===== src/rtl/dbg_spi_slave.sv =====
// dbg_spi_slave: debug SPI slave at the front of the NanoController.
// Decodes 2-byte (command, data) transactions, MSB first, SPI mode 0, and
// turns them into configuration-memory write strobes, clock-enable config,
// core reset hold and, optionally, a read-back status byte.
// Optional feature macro: DBG_SPI_READBACK_EN enables the op 0x9 read path;
// without it op 0x9 is dropped and MISO stays low.
module dbg_spi_slave #(
  parameter int CLUT_SIZE     = 21,
  parameter int SCHG_SIZE     = 16,
  parameter int IMEM_SIZE     = 128,
  parameter bit RST_HOLD_INIT = 1'b1
) (
  input  logic       i_nano_clk,
  input  logic       i_nano_rst,
  input  logic       i_dbg_spi_en_n,
  input  logic       i_dbg_spi_sclk,
  input  logic       i_dbg_spi_mosi,
  output logic       o_dbg_spi_miso,
  output logic       o_wr_en,
  output logic [1:0] o_wr_tgt,
  output logic [6:0] o_wr_addr,
  output logic [7:0] o_wr_data,
  output logic       o_core_rst,
  output logic [7:0] o_clken_cfg,
  output logic [3:0] o_rd_sel,
  input  logic [7:0] i_rd_data
);

  localparam logic [1:0] S_CMD   = 2'd0;
  localparam logic [1:0] S_WDATA = 2'd1;
  localparam logic [1:0] S_RDATA = 2'd2;
  localparam logic [1:0] S_DROP  = 2'd3;

  localparam logic [1:0] TGT_CLUT     = 2'd0;
  localparam logic [1:0] TGT_SCHG_LSB = 2'd1;
  localparam logic [1:0] TGT_SCHG_MSB = 2'd2;
  localparam logic [1:0] TGT_IMEM     = 2'd3;

  // Limits widened to 8 bits so a 128-entry IMEM is representable.
  localparam logic [7:0] CLUT_LIM = 8'(CLUT_SIZE);
  localparam logic [7:0] SCHG_LIM = 8'(SCHG_SIZE);
  localparam logic [7:0] IMEM_LIM = 8'(IMEM_SIZE);

  logic [1:0] en_n_sync;
  logic [1:0] sclk_sync;
  logic [1:0] mosi_sync;
  logic       sclk_d;
  logic       en_n_s;
  logic       sclk_s;
  logic       mosi_s;
  logic       armed;
  logic       bit_stb;
  logic       byte_done;
  logic [7:0] rx_byte;

  logic [7:0] rx_sr;
  logic [2:0] bit_cnt;
  logic [1:0] state;
  logic [3:0] cmd_op;
  logic       cmd_lsb;
  logic       act_pend;
  logic [7:0] act_data;
  logic       is_wop;
  logic       is_rop;

  logic [6:0] addr_cnt;
  logic       err;
  logic [1:0] wr_tgt_sel;
  logic [7:0] wr_lim;

  assign en_n_s    = en_n_sync[1];
  assign sclk_s    = sclk_sync[1];
  assign mosi_s    = mosi_sync[1];
  assign bit_stb   = sclk_s & ~sclk_d & ~en_n_s & armed;
  assign byte_done = bit_stb & (bit_cnt == 3'd7);
  assign rx_byte   = {rx_sr[6:0], mosi_s};

  // Two-flop synchronizers plus the sclk delay tap used for edge detection.
  // en_n resets to "low" so that a chip-select already active across reset is
  // not mistaken for a fresh one; arming waits for a really observed high.
  always_ff @(posedge i_nano_clk) begin
    if (i_nano_rst) begin
      en_n_sync <= 2'b00;
      sclk_sync <= 2'b00;
      mosi_sync <= 2'b00;
      sclk_d    <= 1'b0;
      armed     <= 1'b0;
    end else begin
      en_n_sync <= {en_n_sync[0], i_dbg_spi_en_n};
      sclk_sync <= {sclk_sync[0], i_dbg_spi_sclk};
      mosi_sync <= {mosi_sync[0], i_dbg_spi_mosi};
      sclk_d    <= sclk_s;
      if (en_n_s) armed <= 1'b1;
    end
  end

  // Command ops that are followed by a data byte carrying a write action.
  always_comb begin
    is_wop = 1'b0;
    case (rx_byte[7:4])
      4'h0, 4'h2, 4'h3, 4'h6, 4'h7: is_wop = 1'b1;
      default: is_wop = 1'b0;
    endcase
`ifdef DBG_SPI_READBACK_EN
    is_rop = (rx_byte[7:4] == 4'h9);
`else
    is_rop = 1'b0;
`endif
  end

  // Bit shifting, byte framing and the transaction state machine.
  always_ff @(posedge i_nano_clk) begin
    if (i_nano_rst) begin
      rx_sr    <= 8'h00;
      bit_cnt  <= 3'd0;
      state    <= S_CMD;
      cmd_op   <= 4'h0;
      cmd_lsb  <= 1'b0;
      act_pend <= 1'b0;
      act_data <= 8'h00;
    end else begin
      act_pend <= 1'b0;
      if (en_n_s) begin
        bit_cnt <= 3'd0;
        state   <= S_CMD;
      end else if (bit_stb) begin
        rx_sr   <= rx_byte;
        bit_cnt <= bit_cnt + 3'd1;
        if (bit_cnt == 3'd7) begin
          case (state)
            S_CMD: begin
              if (is_wop) begin
                state   <= S_WDATA;
                cmd_op  <= rx_byte[7:4];
                cmd_lsb <= rx_byte[0];
              end else if (is_rop) begin
                state <= S_RDATA;
              end else begin
                state <= S_DROP;
              end
            end
            S_WDATA: begin
              act_pend <= 1'b1;
              act_data <= rx_byte;
              state    <= S_CMD;
            end
            default: state <= S_CMD;
          endcase
        end
      end
    end
  end

  // Target lane and depth limit for the latched memory-write command.
  always_comb begin
    wr_tgt_sel = TGT_IMEM;
    wr_lim     = IMEM_LIM;
    case (cmd_op)
      4'h6: begin
        wr_tgt_sel = TGT_CLUT;
        wr_lim     = CLUT_LIM;
      end
      4'h7: begin
        wr_tgt_sel = cmd_lsb ? TGT_SCHG_MSB : TGT_SCHG_LSB;
        wr_lim     = SCHG_LIM;
      end
      default: begin
        wr_tgt_sel = TGT_IMEM;
        wr_lim     = IMEM_LIM;
      end
    endcase
  end

  // Executes a completed write transaction one cycle after its data byte.
  always_ff @(posedge i_nano_clk) begin
    if (i_nano_rst) begin
      o_wr_en     <= 1'b0;
      o_wr_tgt    <= TGT_CLUT;
      o_wr_addr   <= 7'd0;
      o_wr_data   <= 8'h00;
      o_core_rst  <= RST_HOLD_INIT;
      o_clken_cfg <= 8'h00;
      addr_cnt    <= 7'd0;
      err         <= 1'b0;
    end else begin
      o_wr_en <= 1'b0;
      if (act_pend) begin
        case (cmd_op)
          4'h0: begin
            o_core_rst <= act_data[0];
            addr_cnt   <= 7'd0;
            err        <= 1'b0;
          end
          4'h2: o_clken_cfg <= act_data;
          default: begin
            addr_cnt <= addr_cnt + 7'd1;
            if ({1'b0, addr_cnt} < wr_lim) begin
              o_wr_en   <= 1'b1;
              o_wr_tgt  <= wr_tgt_sel;
              o_wr_addr <= addr_cnt;
              o_wr_data <= act_data;
            end else begin
              err <= 1'b1;
            end
          end
        endcase
      end
    end
  end

`ifdef DBG_SPI_READBACK_EN
  logic       sclk_fall;
  logic       rd_start;
  logic [7:0] tx_sr;
  logic [7:0] rd_load;

  // The first falling edge after the command byte is skipped (bit_cnt still
  // 0) so bit 7 stays on MISO until the master samples it.
  assign sclk_fall = ~sclk_s & sclk_d & ~en_n_s & armed & (state == S_RDATA) & (bit_cnt != 3'd0);
  assign rd_start  = byte_done & (state == S_CMD) & is_rop;
  assign rd_load   = (rx_byte[3:0] == 4'hF) ? {err, o_core_rst, 6'b0} : i_rd_data;

  // Read path: load the status/read byte on decode, shift out on falling sclk.
  always_ff @(posedge i_nano_clk) begin
    if (i_nano_rst) begin
      tx_sr          <= 8'h00;
      o_dbg_spi_miso <= 1'b0;
      o_rd_sel       <= 4'h0;
    end else if (en_n_s) begin
      o_dbg_spi_miso <= 1'b0;
    end else if (rd_start) begin
      o_rd_sel       <= rx_byte[3:0];
      tx_sr          <= rd_load;
      o_dbg_spi_miso <= rd_load[7];
    end else if (sclk_fall) begin
      tx_sr          <= {tx_sr[6:0], 1'b0};
      o_dbg_spi_miso <= tx_sr[6];
    end
  end
`else
  logic unused_rd;

  // Read-back disabled: MISO and read select are constant.
  assign o_dbg_spi_miso = 1'b0;
  assign o_rd_sel       = 4'h0;
  assign unused_rd      = ^i_rd_data;
`endif

endmodule


===== config.mk =====
export PLATFORM = sky130hd
export DESIGN_NAME = dbg_spi_slave
export DESIGN_NICKNAME = d
export VERILOG_FILES = /design/src/rtl/dbg_spi_slave.sv
export SDC_FILE = /design/constraint.sdc
export NUM_CORES = 1
export LEC_CHECK = 0
export ABC_AREA = 1
export BUFFER_PORTS_ARGS = -buffer_cell sky130_fd_sc_hd__clkbuf_2
export CAP_MARGIN = 30
export CORE_MARGIN = 5
export CORE_UTILIZATION = 55
export DETAILED_ROUTE_END_ITERATION = 7
export MAX_ROUTING_LAYER = met4
export PLACE_DENSITY = 0.78
export REMOVE_ABC_BUFFERS = 1
export SLEW_MARGIN = 20
export SYNTH_ARGS = -nofsm -noshare
export SYNTH_HDL_FRONTEND = slang
export SYNTH_SLANG_ARGS = --single-unit

===== constraint.sdc =====
create_clock -name i_nano_clk -period 3.6 [get_ports i_nano_clk]
set_input_delay 0.54 -clock i_nano_clk [delete_from_list [all_inputs] [get_ports i_nano_clk]]
set_output_delay 0.54 -clock i_nano_clk [all_outputs]
set_load 0.03 [all_outputs]

==> impl_summary.txt <==
----------------------------------------------------
[Global routing]
  Met1 global-route usage ... 19.9%
  Number of global-route vias before repair ... 2057
  Global-route wire length before repair ... 8700 microns
  Largest net degree at the start of global routing ... 28
  Global-route layer with the greatest usage ... met2
  Total grt overflow ... 0
  Number of antenna violations at the first check in global routing ... 0
  GRT Overall Usage ... 17.2%
  Met2 Resource Use GR ... 27.3%
  Met3 routing resource usage after global routing ... 3.90%

[Min path]
  Type of the worst min-delay path ... input port to flop
  Worst hold path stage count ... 3

[Cells and area]
  Total area of multi-input combinational cells ... 1140 sq um
  Post-route non-filler standard cell count ... 500
  Register area ... 1360 sq um
  Ratio of cells with drive above 1 in the final layout ... 13.3%
  Growth of design area from synthesis to finish ... 12.0%
  Post-Route Utilization ... 63.5%
  ANT cells ... 0
  Fill cell total of the finished layout ... 456
  # nets final ... 443

[Die]
  Starting utilization of the core area ... 56.7%
  Die Wd ... 82.6 microns
  Vert. Die Dim ... 82.6 microns
  Site Rows ... 26
  Top-level I/O count ... 45
  Die Area ... 6820 sq um
  Core area ... 5110 sq um

[Timing]
  Final worst hold slack ... 0.389 ns
  Relative slew slack ... 47.3%
  Final hold violation count ... 0
  Unrepaired setup endpoints after global routing ... false
  Transition time at the pin with the least slew margin ... 0.790 ns
  Fraction of the cycle the final worst path needs ... 59.8%
  Fin Clk Skew ... 0.00641 ns
  Final Critical Period ... 2.15 ns
  Setup TNS ... 0 ns
  Achievable clock frequency ... 465 MHz
  Number of endpoints failing setup at the final stage ... 0
  Final slew viol count ... 0

[Setup path]
  Startpoint class of the critical path ... flop
  Endpoint required time on the critical path ... 3.88 ns
  Arrival time at the worst endpoint ... 2.43 ns
  Worst R2R Path Depth ... 9
  Worst setup path class ... flop to flop
  Worst Path Max Fanout ... 18
  Worst Setup End Kind ... flop

[Job]
  Max Cap Viol ... 0

[Place]
  RePlAce Congestion ... 0.886
  Count of input and output buffers ... 31
  Half-perimeter wire length of the detailed placement result ... 3440 microns
  Placed Instances ... 484

[Yosys]
  Cells taking the most area after synthesis ... sky130_fd_sc_hd__dfxtp_1 47%, sky130_fd_sc_hd__inv_1 10%, sky130_fd_sc_hd__nand2_1 7.5%, sky130_fd_sc_hd__nor2_1 7.1%, sky130_fd_sc_hd__o21ai_0 6.4%
  Gate Count Post-Synth ... 397
  Area of the mapped netlist ... 2900 sq um
  Synth Area per Inst ... 7.30 sq um
  Warnings, synthesis ... 0
  Async set-reset flop share out of synthesis ... 0%
  Number of synthesized flops with an enable pin ... 0
  Top cell type's share of synthesized area ... 47.0%
  Most area-hungry cell type in the Yosys netlist ... sky130_fd_sc_hd__dfxtp_1
  Synth unique cells ... 25
  Share of the yosys chip area belonging to registers ... 47.0%
  Most used standard cell by instance count after synthesis ... sky130_fd_sc_hd__inv_1
  Primary FF master, synth ... sky130_fd_sc_hd__dfxtp_1
  Post-synthesis register bit count ... 68
  Top cells by count, synth ... 79 x sky130_fd_sc_hd__inv_1, 68 x sky130_fd_sc_hd__dfxtp_1, 58 x sky130_fd_sc_hd__nand2_1

[Detailed routing]
  Sum of routed wire length over all layers ... 4980 microns
  Number of remaining DRC errors ... 0
  Via-to-Cell Ratio ... 4.63
  Initial DRC Count ... 154
  WL per Instance ... 9.97 microns
  Post-DRT Antenna Nets ... 0
  1st-pass router iterations ... 4
  Vias ... 2315

[Clock tree]
  Total of cells resized after clock tree synthesis ... 0
  CTS Hold Bufs ... 0
  Buffers inserted by post-CTS timing repair ... 0
  Reg clk slew, reported paths ... 0.06 ns
  # clock sinks ... 68
  CTS root buffer ... sky130_fd_sc_hd__clkbuf_8
  Number of buffers added by the clock tree synthesis step ... 9
  H-tree level count ... 3
  Insertion delay of the later-clocked pin in the worst-skew pair ... 0.34 ns
  TritonCTS clock tree ... built
  Bufs on Longest Clock Path ... 2

[Power]
  Max rail drop VDD ... 0.241 mV
  Power density cells ... 421 nW/um^2
  LEAKAGE ... 1.41 nW

[Status]
  Result of the run ... complete, no violations

----------------------------------------------------
final timing paths:
kind / startpoint / end / slack [ns]
hold reg to reg: sclk_sync[0]$_SDFF_PP0_ / sclk_sync[1]$_SDFF_PP0_ / 0.40
setup / recovery: cmd_op[2]$_SDFFE_PP0P_ / o_wr_data[1]$_SDFFE_PP0P_ / 1.45
setup reg to reg: cmd_op[2]$_SDFFE_PP0P_ / o_wr_data[1]$_SDFFE_PP0P_ / 1.45
hold / removal: i_dbg_spi_sclk / sclk_sync[0]$_SDFF_PP0_ / 0.39
through the flow:
stage	setup slack, ns	instance area (sq um)	power, W
2_1_floorplan	1.80	2800	0.000805
3_3_place_gp	1.46	3060	0.000816
3_5_place_dp	1.43	3060	0.000817
4_1_cts	1.41	3240	0.00138
5_1_grt	1.23	3240	0.00142
6_report	1.45	3240	0.00137
critical path: stages (launching register included):
cell and delay [ns]:
sky130_fd_sc_hd__dfxtp_1 0.35, sky130_fd_sc_hd__inv_1 0.05, sky130_fd_sc_hd__nor2_2 0.13, sky130_fd_sc_hd__nand2_2 0.11, sky130_fd_sc_hd__ha_1 0.22, sky130_fd_sc_hd__o31ai_4 0.65, sky130_fd_sc_hd__nand3_4 0.31, sky130_fd_sc_hd__nand2_1 0.14
sky130_fd_sc_hd__inv_1 0.05, sky130_fd_sc_hd__nor2_1 0.08
registers in the layout, indices dropped and copies added (netlist names), 3 cells and up:
name / count
o_wr_addr: 7
bit_cnt: 3
rx_sr: 7
act_data: 8
o_clken_cfg: 8
o_wr_data: 8
cmd_op: 4
addr_cnt: 7
layout by cell type (no fill, tap or decap), drive strengths merged:
cell	n
a21oi	35
buf	2
clkbuf	46
clkinv	2
conb	5
dfxtp	68
ha	5
inv	80
nand2	62
nand3	8
nand3b	2
nand4	17
nor2	58
nor3	1
o21ai	37
o31ai	1
xor2	1
power breakdown:
group	switching (W)	internal [W]
Clock	0.000259	0.000307
Sequential	0.00000235	0.000758
Combinational	0.0000283	0.0000113
Total	0.000290	0.00108
metal layers:
layer	wire length, microns	part of all wire [%]
met3	288	5.8
met1	2460	49
met2	2100	42
met5	0	0
met4	137	2.7
cell families (layout without fill, tap and decap cells):
family,count (synthesis),count (layout),share of synthesized area (%)
simple gates,148,148,23.0
buf+inv,101,130,14.2
compound gates,73,73,13.2
flops,68,68,47.0
fa+ha+maj,5,5,2.16
other cells,1,5,0.129
xor+xnor,1,1,0.302
cell type report:
| type | instances | share of cell area, % |
|---|---|---|
| Multi-Input combinational cell | 232 | 35.1 |
| Sequential cell | 68 | 42.0 |
| Tap cell | 70 | 2.70 |
| Clock buffer | 15 | 5.44 |
| Inverter | 81 | 9.38 |
| Clock inverter | 1 | 0.154 |
| Timing Repair Buffer | 33 | 5.25 |
No activity file was read; power rests on OpenSTA's default activity.
